`config.mk`:
```
export PLATFORM = sky130hd
export DESIGN_NAME = char_menu_16x2_select_flat
export DESIGN_NICKNAME = d
export VERILOG_FILES = /design/src/rtl/char_menu_16x2_select_if.sv /design/src/rtl/char_menu_16x2_select.sv /design/src/flat_wrapper.sv
export SDC_FILE = /design/constraint.sdc
export NUM_CORES = 1
export LEC_CHECK = 0
export ABC_AREA = 1
export BUFFER_PORTS_ARGS = -buffer_cell sky130_fd_sc_hd__buf_2
export CORE_ASPECT_RATIO = 0.75
export CORE_MARGIN = 10
export CORE_UTILIZATION = 53
export DETAILED_ROUTE_END_ITERATION = 16
export GPL_ROUTABILITY_DRIVEN = 0
export PLACE_DENSITY = 0.73
export SETUP_SLACK_MARGIN = 0.15
export SLEW_MARGIN = 20
export SYNTH_ARGS = -nofsm -noshare
export SYNTH_HDL_FRONTEND = slang
export SYNTH_SLANG_ARGS = --single-unit
```
`constraint.sdc`:
```
create_clock -name clk -period 3.72 [get_ports clk]
set_clock_uncertainty 0.15 [all_clocks]
set_input_delay 0.372 -clock clk [delete_from_list [all_inputs] [get_ports clk]]
set_output_delay 0.372 -clock clk [all_outputs]
set_load 0.03 [all_outputs]
```
`src/rtl/char_menu_16x2_select_if.sv`:
```
// Bus between the difficulty-screen menu and its driver: character address,
// button pulses in; character code and level selection out.
interface char_menu_16x2_select_if;
    logic [7:0] char_xy;
    logic       btn_up;
    logic       btn_dn;
    logic       confirm;
    logic       unlock;
    logic [6:0] char_code;
    logic [1:0] level;
    logic       locked;

    modport master (
        output char_xy, btn_up, btn_dn, confirm, unlock,
        input  char_code, level, locked
    );

    modport slave (
        input  char_xy, btn_up, btn_dn, confirm, unlock,
        output char_code, level, locked
    );
endinterface

```
`src/rtl/char_menu_16x2_select.sv`:
```
// Level-select menu for the 16x2 pre-game overlay: owns the selected level,
// the confirm/lock state and the blinking name field, and feeds the font ROM.
module char_menu_16x2_select #(
    parameter int NUM_LEVELS    = 3,
    parameter int DEFAULT_LEVEL = 0,
    parameter int BLINK_BITS    = 24
) (
    input logic                     clk,
    input logic                     reset,
    char_menu_16x2_select_if.slave  bus
);

    localparam logic [6:0] BLANK      = 7'h20;
    localparam logic [1:0] LAST_LEVEL = 2'(NUM_LEVELS - 1);
    localparam logic [1:0] RESET_LVL  = 2'(DEFAULT_LEVEL);

    typedef enum logic {
        SELECT,
        LOCKED
    } lock_state_t;

    lock_state_t           state_q, state_d;
    logic [1:0]            level_q, level_d;
    logic [BLINK_BITS-1:0] blink_q;
    logic [6:0]            char_q, char_d;
    logic                  locked;

    always_ff @(posedge clk) begin
        if (reset) begin
            state_q <= SELECT;
            level_q <= RESET_LVL;
            blink_q <= '0;
            char_q  <= BLANK;
        end else begin
            state_q <= state_d;
            level_q <= level_d;
            blink_q <= blink_q + BLINK_BITS'(1);
            char_q  <= char_d;
        end
    end

    always_comb begin
        state_d = state_q;
        case (state_q)
            SELECT:  if (bus.confirm && !bus.unlock) state_d = LOCKED;
            LOCKED:  if (bus.unlock && !bus.confirm) state_d = SELECT;
            default: state_d = SELECT;
        endcase
    end

    always_comb begin
        locked = (state_q == LOCKED);
    end

    // Stepping is gated by the current state only, so a step coinciding with
    // confirm still lands and becomes the locked value.
    always_comb begin
        level_d = level_q;
        if (!locked) begin
            if (bus.btn_up && !bus.btn_dn)
                level_d = (level_q == LAST_LEVEL) ? 2'd0 : level_q + 2'd1;
            else if (bus.btn_dn && !bus.btn_up)
                level_d = (level_q == 2'd0) ? LAST_LEVEL : level_q - 2'd1;
        end
    end

    function automatic logic [6:0] title_char(input logic [3:0] col);
        case (col)
            4'h3:    title_char = 7'h44;
            4'h4:    title_char = 7'h49;
            4'h5:    title_char = 7'h46;
            4'h6:    title_char = 7'h46;
            4'h7:    title_char = 7'h49;
            4'h8:    title_char = 7'h43;
            4'h9:    title_char = 7'h55;
            4'ha:    title_char = 7'h4c;
            4'hb:    title_char = 7'h54;
            4'hc:    title_char = 7'h59;
            4'hd:    title_char = 7'h3a;
            default: title_char = BLANK;
        endcase
    endfunction

    function automatic logic [6:0] name_char(input logic [1:0] lvl, input logic [3:0] idx);
        name_char = BLANK;
        case (lvl)
            2'd0: case (idx)
                4'd1: name_char = 7'h45;
                4'd2: name_char = 7'h41;
                4'd3: name_char = 7'h53;
                4'd4: name_char = 7'h59;
                default: name_char = BLANK;
            endcase
            2'd1: case (idx)
                4'd0: name_char = 7'h4e;
                4'd1: name_char = 7'h4f;
                4'd2: name_char = 7'h52;
                4'd3: name_char = 7'h4d;
                4'd4: name_char = 7'h41;
                4'd5: name_char = 7'h4c;
                default: name_char = BLANK;
            endcase
            2'd2: case (idx)
                4'd1: name_char = 7'h48;
                4'd2: name_char = 7'h41;
                4'd3: name_char = 7'h52;
                4'd4: name_char = 7'h44;
                default: name_char = BLANK;
            endcase
            default: case (idx)
                4'd0: name_char = 7'h45;
                4'd1: name_char = 7'h58;
                4'd2: name_char = 7'h50;
                4'd3: name_char = 7'h45;
                4'd4: name_char = 7'h52;
                4'd5: name_char = 7'h54;
                default: name_char = BLANK;
            endcase
        endcase
    endfunction

    // Out-of-range levels fall through to BLANK rather than aliasing a name.
    always_comb begin
        logic [3:0] col;
        logic       show_name;
        col       = bus.char_xy[3:0];
        show_name = locked || !blink_q[BLINK_BITS-1];
        char_d    = BLANK;
        if (bus.char_xy[7:5] == 3'b000) begin
            if (!bus.char_xy[4])
                char_d = title_char(col);
            else if (col >= 4'h5 && col <= 4'ha && show_name &&
                     int'(level_q) < NUM_LEVELS)
                char_d = name_char(level_q, col - 4'h5);
        end
    end

    assign bus.char_code = char_q;
    assign bus.level     = level_q;
    assign bus.locked    = locked;

endmodule

```
`src/flat_wrapper.sv`:
```
// flat-port wrapper written by rule: the top's interface ports become plain ports
module char_menu_16x2_select_flat 
#(
    parameter int NUM_LEVELS    = 3,
    parameter int DEFAULT_LEVEL = 0,
    parameter int BLINK_BITS    = 24
)
  (clk, reset, bus_char_xy, bus_btn_up, bus_btn_dn, bus_confirm, bus_unlock, bus_char_code, bus_level, bus_locked);
  char_menu_16x2_select_if bus_i ();
  input logic clk;
  input logic reset;
  input wire logic [$bits(bus_i.char_xy)-1:0] bus_char_xy;
  input wire logic [$bits(bus_i.btn_up)-1:0] bus_btn_up;
  input wire logic [$bits(bus_i.btn_dn)-1:0] bus_btn_dn;
  input wire logic [$bits(bus_i.confirm)-1:0] bus_confirm;
  input wire logic [$bits(bus_i.unlock)-1:0] bus_unlock;
  output wire logic [$bits(bus_i.char_code)-1:0] bus_char_code;
  output wire logic [$bits(bus_i.level)-1:0] bus_level;
  output wire logic [$bits(bus_i.locked)-1:0] bus_locked;
  assign bus_i.char_xy = bus_char_xy;
  assign bus_i.btn_up = bus_btn_up;
  assign bus_i.btn_dn = bus_btn_dn;
  assign bus_i.confirm = bus_confirm;
  assign bus_i.unlock = bus_unlock;
  assign bus_char_code = bus_i.char_code;
  assign bus_level = bus_i.level;
  assign bus_locked = bus_i.locked;
  char_menu_16x2_select #(.NUM_LEVELS(NUM_LEVELS), .DEFAULT_LEVEL(DEFAULT_LEVEL), .BLINK_BITS(BLINK_BITS)) u_core (.clk(clk), .reset(reset), .bus(bus_i));
endmodule
```
# ---- Yosys cells after proc, flatten, opt, wreduce, memory -nomap -nowiden
# Memory sizes are Yosys's and may differ from the RTL's.
# Index checks and enable logic that the tools add are counted.
dict set report word_totals {
  input_bits 14
  latchBits 0
  mem_count 1
  register_bits 34
  output_inout_bits 10
  ram_bits 0
  rom_bits 112
  elab_cells 55
}
# memory depth width rd rd_ports_with_merged_regs write_ports line
set memory_table {}
lappend memory_table {{(no name shown)} 16 7 1 0 0 char_menu_16x2_select.sv:68} ;# case (col)
dict set report op_classes {
  div_mod_pow 0
  order_cmp 3
  bitwise_logic 2
  n_addsub 4
  shifts 0
  mux 14
  n_eq_ne 7
  multipliers 0
  reduce_logical 20
}
# operator count
set ops {}
lappend ops {{one-hot mux 7 bit (4 select lines)} 2}
lappend ops {{one-hot mux 7 bit (6 select lines)} 1}
lappend ops {{one-hot mux 7 bit (5 select lines)} 1}
lappend ops {{adder 24 x 1 -> 24 bit, second input constant} 1}
lappend ops {{one-hot mux 7 bit (3 select lines)} 1}
lappend ops {{2-to-1 mux 7 bit} 2}
lappend ops {{equality test 4 x 2 -> 1 bit, second input constant} 2}
lappend ops {{equality test 4 x 3 -> 1 bit, second input constant} 2}
lappend ops {{2-to-1 mux 2 bit} 4}
lappend ops {{logical AND 1 bit} 7}
lappend ops {{logical NOT 1 bit} 5}
lappend ops {{equality test 4 x 1 -> 1 bit, second input constant} 1}
lappend ops {{greater-or-equal comparator 4 x 3 -> 1 bit, second input constant} 1}
lappend ops {{<= comparator 4 bit, second input constant} 1}
lappend ops {{logical NOT 4 bit} 1}
lappend ops {{OR reduction 2 bit} 2}
lappend ops {{subtractor 4 x 3 -> 4 bit, second input constant} 1}
lappend ops {{logical NOT 3 bit} 1}
lappend ops {{adder 2 x 1 -> 2 bit, second input constant} 1}
lappend ops {{equality test 2 x 1 -> 1 bit, second input constant} 1}
lappend ops {{equality test 2 bit, second input constant} 1}
lappend ops {{logical NOT 2 bit} 1}
lappend ops {{< comparator 2 bit, second input constant} 1}
lappend ops {{2-to-1 mux 1 bit} 2}
lappend ops {{other kinds (6)} 7}

# ---- Logic depth before layout (Yosys ltp)
dict set report depth {
  ltp_word 7
  ltp_mapped 13
  ltp_nobuf 13
}

# ---- Least setup slack after synthesis
# Ideal clock, no wire load.
dict set report synth_timing {
  path_type {in2reg}
  startpoint {input port bus_char_xy[0]}
  endpoint {register u_core.char_q[5] (netlist: u_core.bus.char_code[5])}
  t_required_ns 3.449
  path_stages 13
  t_arrival_ns 1.738
  n_path_buf 0
  setup_time_ns 0.121
  slack_ns 1.711
  cell_sequence {inv_1 ha_1 inv_1 ha_1 inv_1 nor2_2 o21ai_0 nand3_1 nor2_1 nor2_1 nand2_1 nand2_1 nand2_1}
}
dict set report synth_between {
  elab_chain_cells 7
  elab_cells_between_ends 21
  cone_classes {add/sub: 1; order compare: 2; eq/ne: 5; mux: 7; reduce/logical: 5; memory: 1}
}
# item line
set synth_lines {}
lappend synth_lines {{start, declared} flat_wrapper.sv:12} ;# input wire logic [$bits(bus_i.char_xy)-1:0] bus_char_xy;
lappend synth_lines {{subtractor 4 x 3 -> 4 bit} char_menu_16x2_select.sv:134} ;# char_d = name_char(level_q, col - 4'h5);
lappend synth_lines {{equality test 4 x 2 -> 1 bit / logical NOT 4 bit (equally long branches)} --}
lappend synth_lines {{OR reduction 2 bit (no source line)} --}
lappend synth_lines {{one-hot mux 7 bit (5 select lines)} char_menu_16x2_select.sv:110} ;# default: case (idx)
lappend synth_lines {{one-hot mux 7 bit (3 select lines)} char_menu_16x2_select.sv:86} ;# case (lvl)
lappend synth_lines {{2-to-1 mux 7 bit} char_menu_16x2_select.sv:132} ;# else if (col >= 4'h5 && col <= 4'ha && show_name &&
lappend synth_lines {{2-to-1 mux 7 bit (*)} char_menu_16x2_select.sv:130} ;# if (!bus.char_xy[4])
lappend synth_lines {{end signal, assigned} char_menu_16x2_select.sv:38} ;# char_q <= char_d;
lappend synth_lines {{end, declared} char_menu_16x2_select.sv:25} ;# logic [6:0] char_q, char_d;
# Mark *: on every way between the ends. The rest lies on a longest branch, timed or not.
# A chain may end at the register's enable or synchronous reset.

# ---- Final worst setup path
# Ends and elaborated chain as after synthesis.

==> impl_metrics.json <==
{
  "drt-wirelength-per-cell_um": 12.7,
  "peakVddDrop_uv": 236,
  "fill_cells": 377,
  "r2r-start": "u_core.blink_q[0]$_SDFF_PP0_",
  "avgSynthCellArea_um2": 7.17,
  "clk_pin_slew_worst_paths_ps": 70,
  "cap_violations": 0,
  "wl_met2_mm": 1.84,
  "hold_class": "in2reg",
  "tritoncts": "done",
  "synth_nets": 327,
  "final_nets": 354,
  "cts_num_sinks": 34,
  "die_h_um": 74.8,
  "yosysWarningCount": 0,
  "track_usage_pct": 14.3,
  "crit_fanout": 6,
  "synth_top_cell_area_share_pct": 32.1,
  "synth_area_um2": 2120,
  "postRouteAntennaNets": 0,
  "worst_pin_slew_ps": 445,
  "grt_max_degree": 18,
  "start_util_pct": 56.5,
  "p_total_mw": 0.786,
  "power_density_nw_per_um2": 330,
  "ff_latch_area_um2": 681,
  "cts_buffer_depth": 2,
  "cp_data_arrival_time_ps": 2130,
  "cts_setup_buffers": 0,
  "reg2reg_to": "u_core.blink_q[18]$_SDFF_PP0_",
  "antenna_found_initial": 0,
  "reg2regPathDepth": 10,
  "route.met3.wl_um": 462,
  "synth.largest_area_cell": "dfxtp_1",
  "postSynth.asyncResetShare_pct": 0,
  "grt_pass1_wl_mm": 8.09,
  "clk_latency_ps": 280,
  "dr.pass1.iters": 5,
  "area_growth_pct": 12.1,
  "synth_cell_types": 36,
  "power_leakage_nw": 1.04,
  "setup_tns_ps": 0,
  "finalHoldViolCount": 0,
  "holdCritStartpoint": "bus_unlock",
  "fmax_ghz": 0.474,
  "ys_top_cells_by_area": "dfxtp_1, nand2_1, ha_1",
  "cp.required_ps": 3740,
  "drive_gt1_share_pct": 15.4,
  "vias": 2002,
  "holdPathEnd": "u_core.bus.locked$_SDFF_PP0_",
  "synth_ff_type": "dfxtp_1",
  "numCtsBuffers": 5,
  "grt_overflow": 0,
  "netlist_top_cells_count": "nand2_1, inv_1, dfxtp_1",
  "totalWireLength_mm": 4.78,
  "io_buffers": 23,
  "slew_headroom_pct": 70.3,
  "start_kind": "input port",
  "hold_path_depth": 2,
  "row_count": 19,
  "final_util_pct": 63.4,
  "crit_path_end_kind": "register",
  "ctsHoldBuffers": 0,
  "fin_crit_sh_pct": 56.7,
  "ys_seq_area_share_pct": 32.1,
  "netlist_instances": 296,
  "postSynthRegisterBits": 34,
  "dieArea_um2": 6960,
  "slew_violations": 0,
  "route.detailed.drc": 0,
  "setup_viol": 0,
  "drt_iter0_drc": 189,
  "root_buffer": "clkbuf_8",
  "grt_pass1_vias": 1728,
  "rsz0062_at_grt": "false",
  "insertedDiodeCount": 0,
  "multi_input_area_um2": 1260,
  "yosys.cell_count.top_type": "nand2_1",
  "pin_count": 24,
  "rrSetupSlack_ps": 1800,
  "worstSetupPathType": "in2reg",
  "cts.repair.resized": 0,
  "fp.dieW_um": 93.1,
  "via_per_inst": 5.32,
  "top_layer": "met4",
  "wl_met1_mm": 2.45,
  "status": "finished, final reports clean",
  "dp_hpwl_mm": 3.72,
  "cts_max_level": 2,
  "fin_crit_ps": 2110,
  "synth-edff-count": 0,
  "core_area_um2": 3760
}
## cells by family after synthesis
group	count (synthesis)	synth area share (%)
adders and majority gates	17	10.0
AOI/OAI and AO/OA	58	15.4
buffers and inverters	47	8.49
and+or+nand+nor	136	32.4
xor gates and xnor gates	4	1.65
DFF	34	32.1
## worst max path at each step
stage / start / endpoint / slack (ps) / cells after the start
detailed placement: bus_char_xy[0] / u_core.bus.char_code[5]$_SDFF_PP1_ / 1340 / 14
CTS: bus_char_xy[0] / u_core.bus.char_code[5]$_SDFF_PP1_ / 1640 / 14
global placement: bus_char_xy[0] / u_core.bus.char_code[5]$_SDFF_PP1_ / 1420 / 14
finish: bus_char_xy[0] / u_core.bus.char_code[5]$_SDFF_PP1_ / 1610 / 14
floorplan: bus_char_xy[0] / u_core.bus.char_code[5]$_SDFF_PP1_ / 1710 / 13
global route: bus_char_xy[0] / u_core.bus.char_code[6]$_SDFF_PP0_ / 1430 / 13
## layer usage
metal  global-route usage, %  up-vias
li1                        -     1032
met1                    20.8      882
met2                    18.5       84
met3                    5.36        4
met4                    4.10        0
met5                       0        -
## critical path, stage by stage
cell and delay [ps]:
buf_2 140, inv_1 170, ha_1 170, inv_1 90
ha_1 380, inv_1 110, nor2_2 200, o21ai_0 120
nand3_1 100, nor2_1 40, nor2_1 80, nand2_1 60
nand2_1 50, nand2_1 40
## per-stage QoR
stage	hold slack [ps]	instances	setup slack, ps	area, µm²
2_1_floorplan	268	296	1710	2120
3_3_place_gp	281	368	1420	2290
3_5_place_dp	290	368	1340	2290
4_1_cts	105	376	1640	2380
5_1_grt	100	376	1430	2380
6_report	113	376	1610	2380
## cells in the final DEF (no fill, tap or decap), types with 2 or more instances in the layout
| master | n |
|---|---|
| a21oi_1 | 24 |
| nand2_1 | 63 |
| o21ai_1 | 4 |
| a221oi_1 | 2 |
| inv_1 | 43 |
| nor2_1 | 23 |
| nand2_2 | 2 |
| buf_2 | 23 |
| dfxtp_1 | 34 |
| o21a_1 | 2 |
| ha_1 | 17 |
| xor2_1 | 3 |
| nor2_4 | 3 |
| nand3_2 | 5 |
| clkbuf_8 | 6 |
| nand3_1 | 18 |
| nand4_1 | 4 |
| nor2_2 | 3 |
| o21ai_0 | 17 |
| nor3_1 | 7 |
| o211ai_1 | 4 |
## cell type report
type / count / area share, %
repair buffers: 23 / 4.84
clock inverters: 1 / 0.210
flip-flops and latches: 34 / 28.6
inverters: 44 / 6.94
clock buffers: 7 / 3.63
multi-input cells: 215 / 53.0
well taps: 52 / 2.73
## state kept, by name, summed over array words and instances (netlist names)
signal / count
u_core.bus.level: 2
u_core.bus.locked: 1
u_core.blink_q: 24
u_core.bus.char_code: 7
## report_power, final
group	switching, mW	internal (mW)
Sequential	0.00593	0.371
Clock	0.131	0.149
Combinational	0.0869	0.0421
Total	0.224	0.562
No activity file was read; power rests on OpenSTA's default activity.
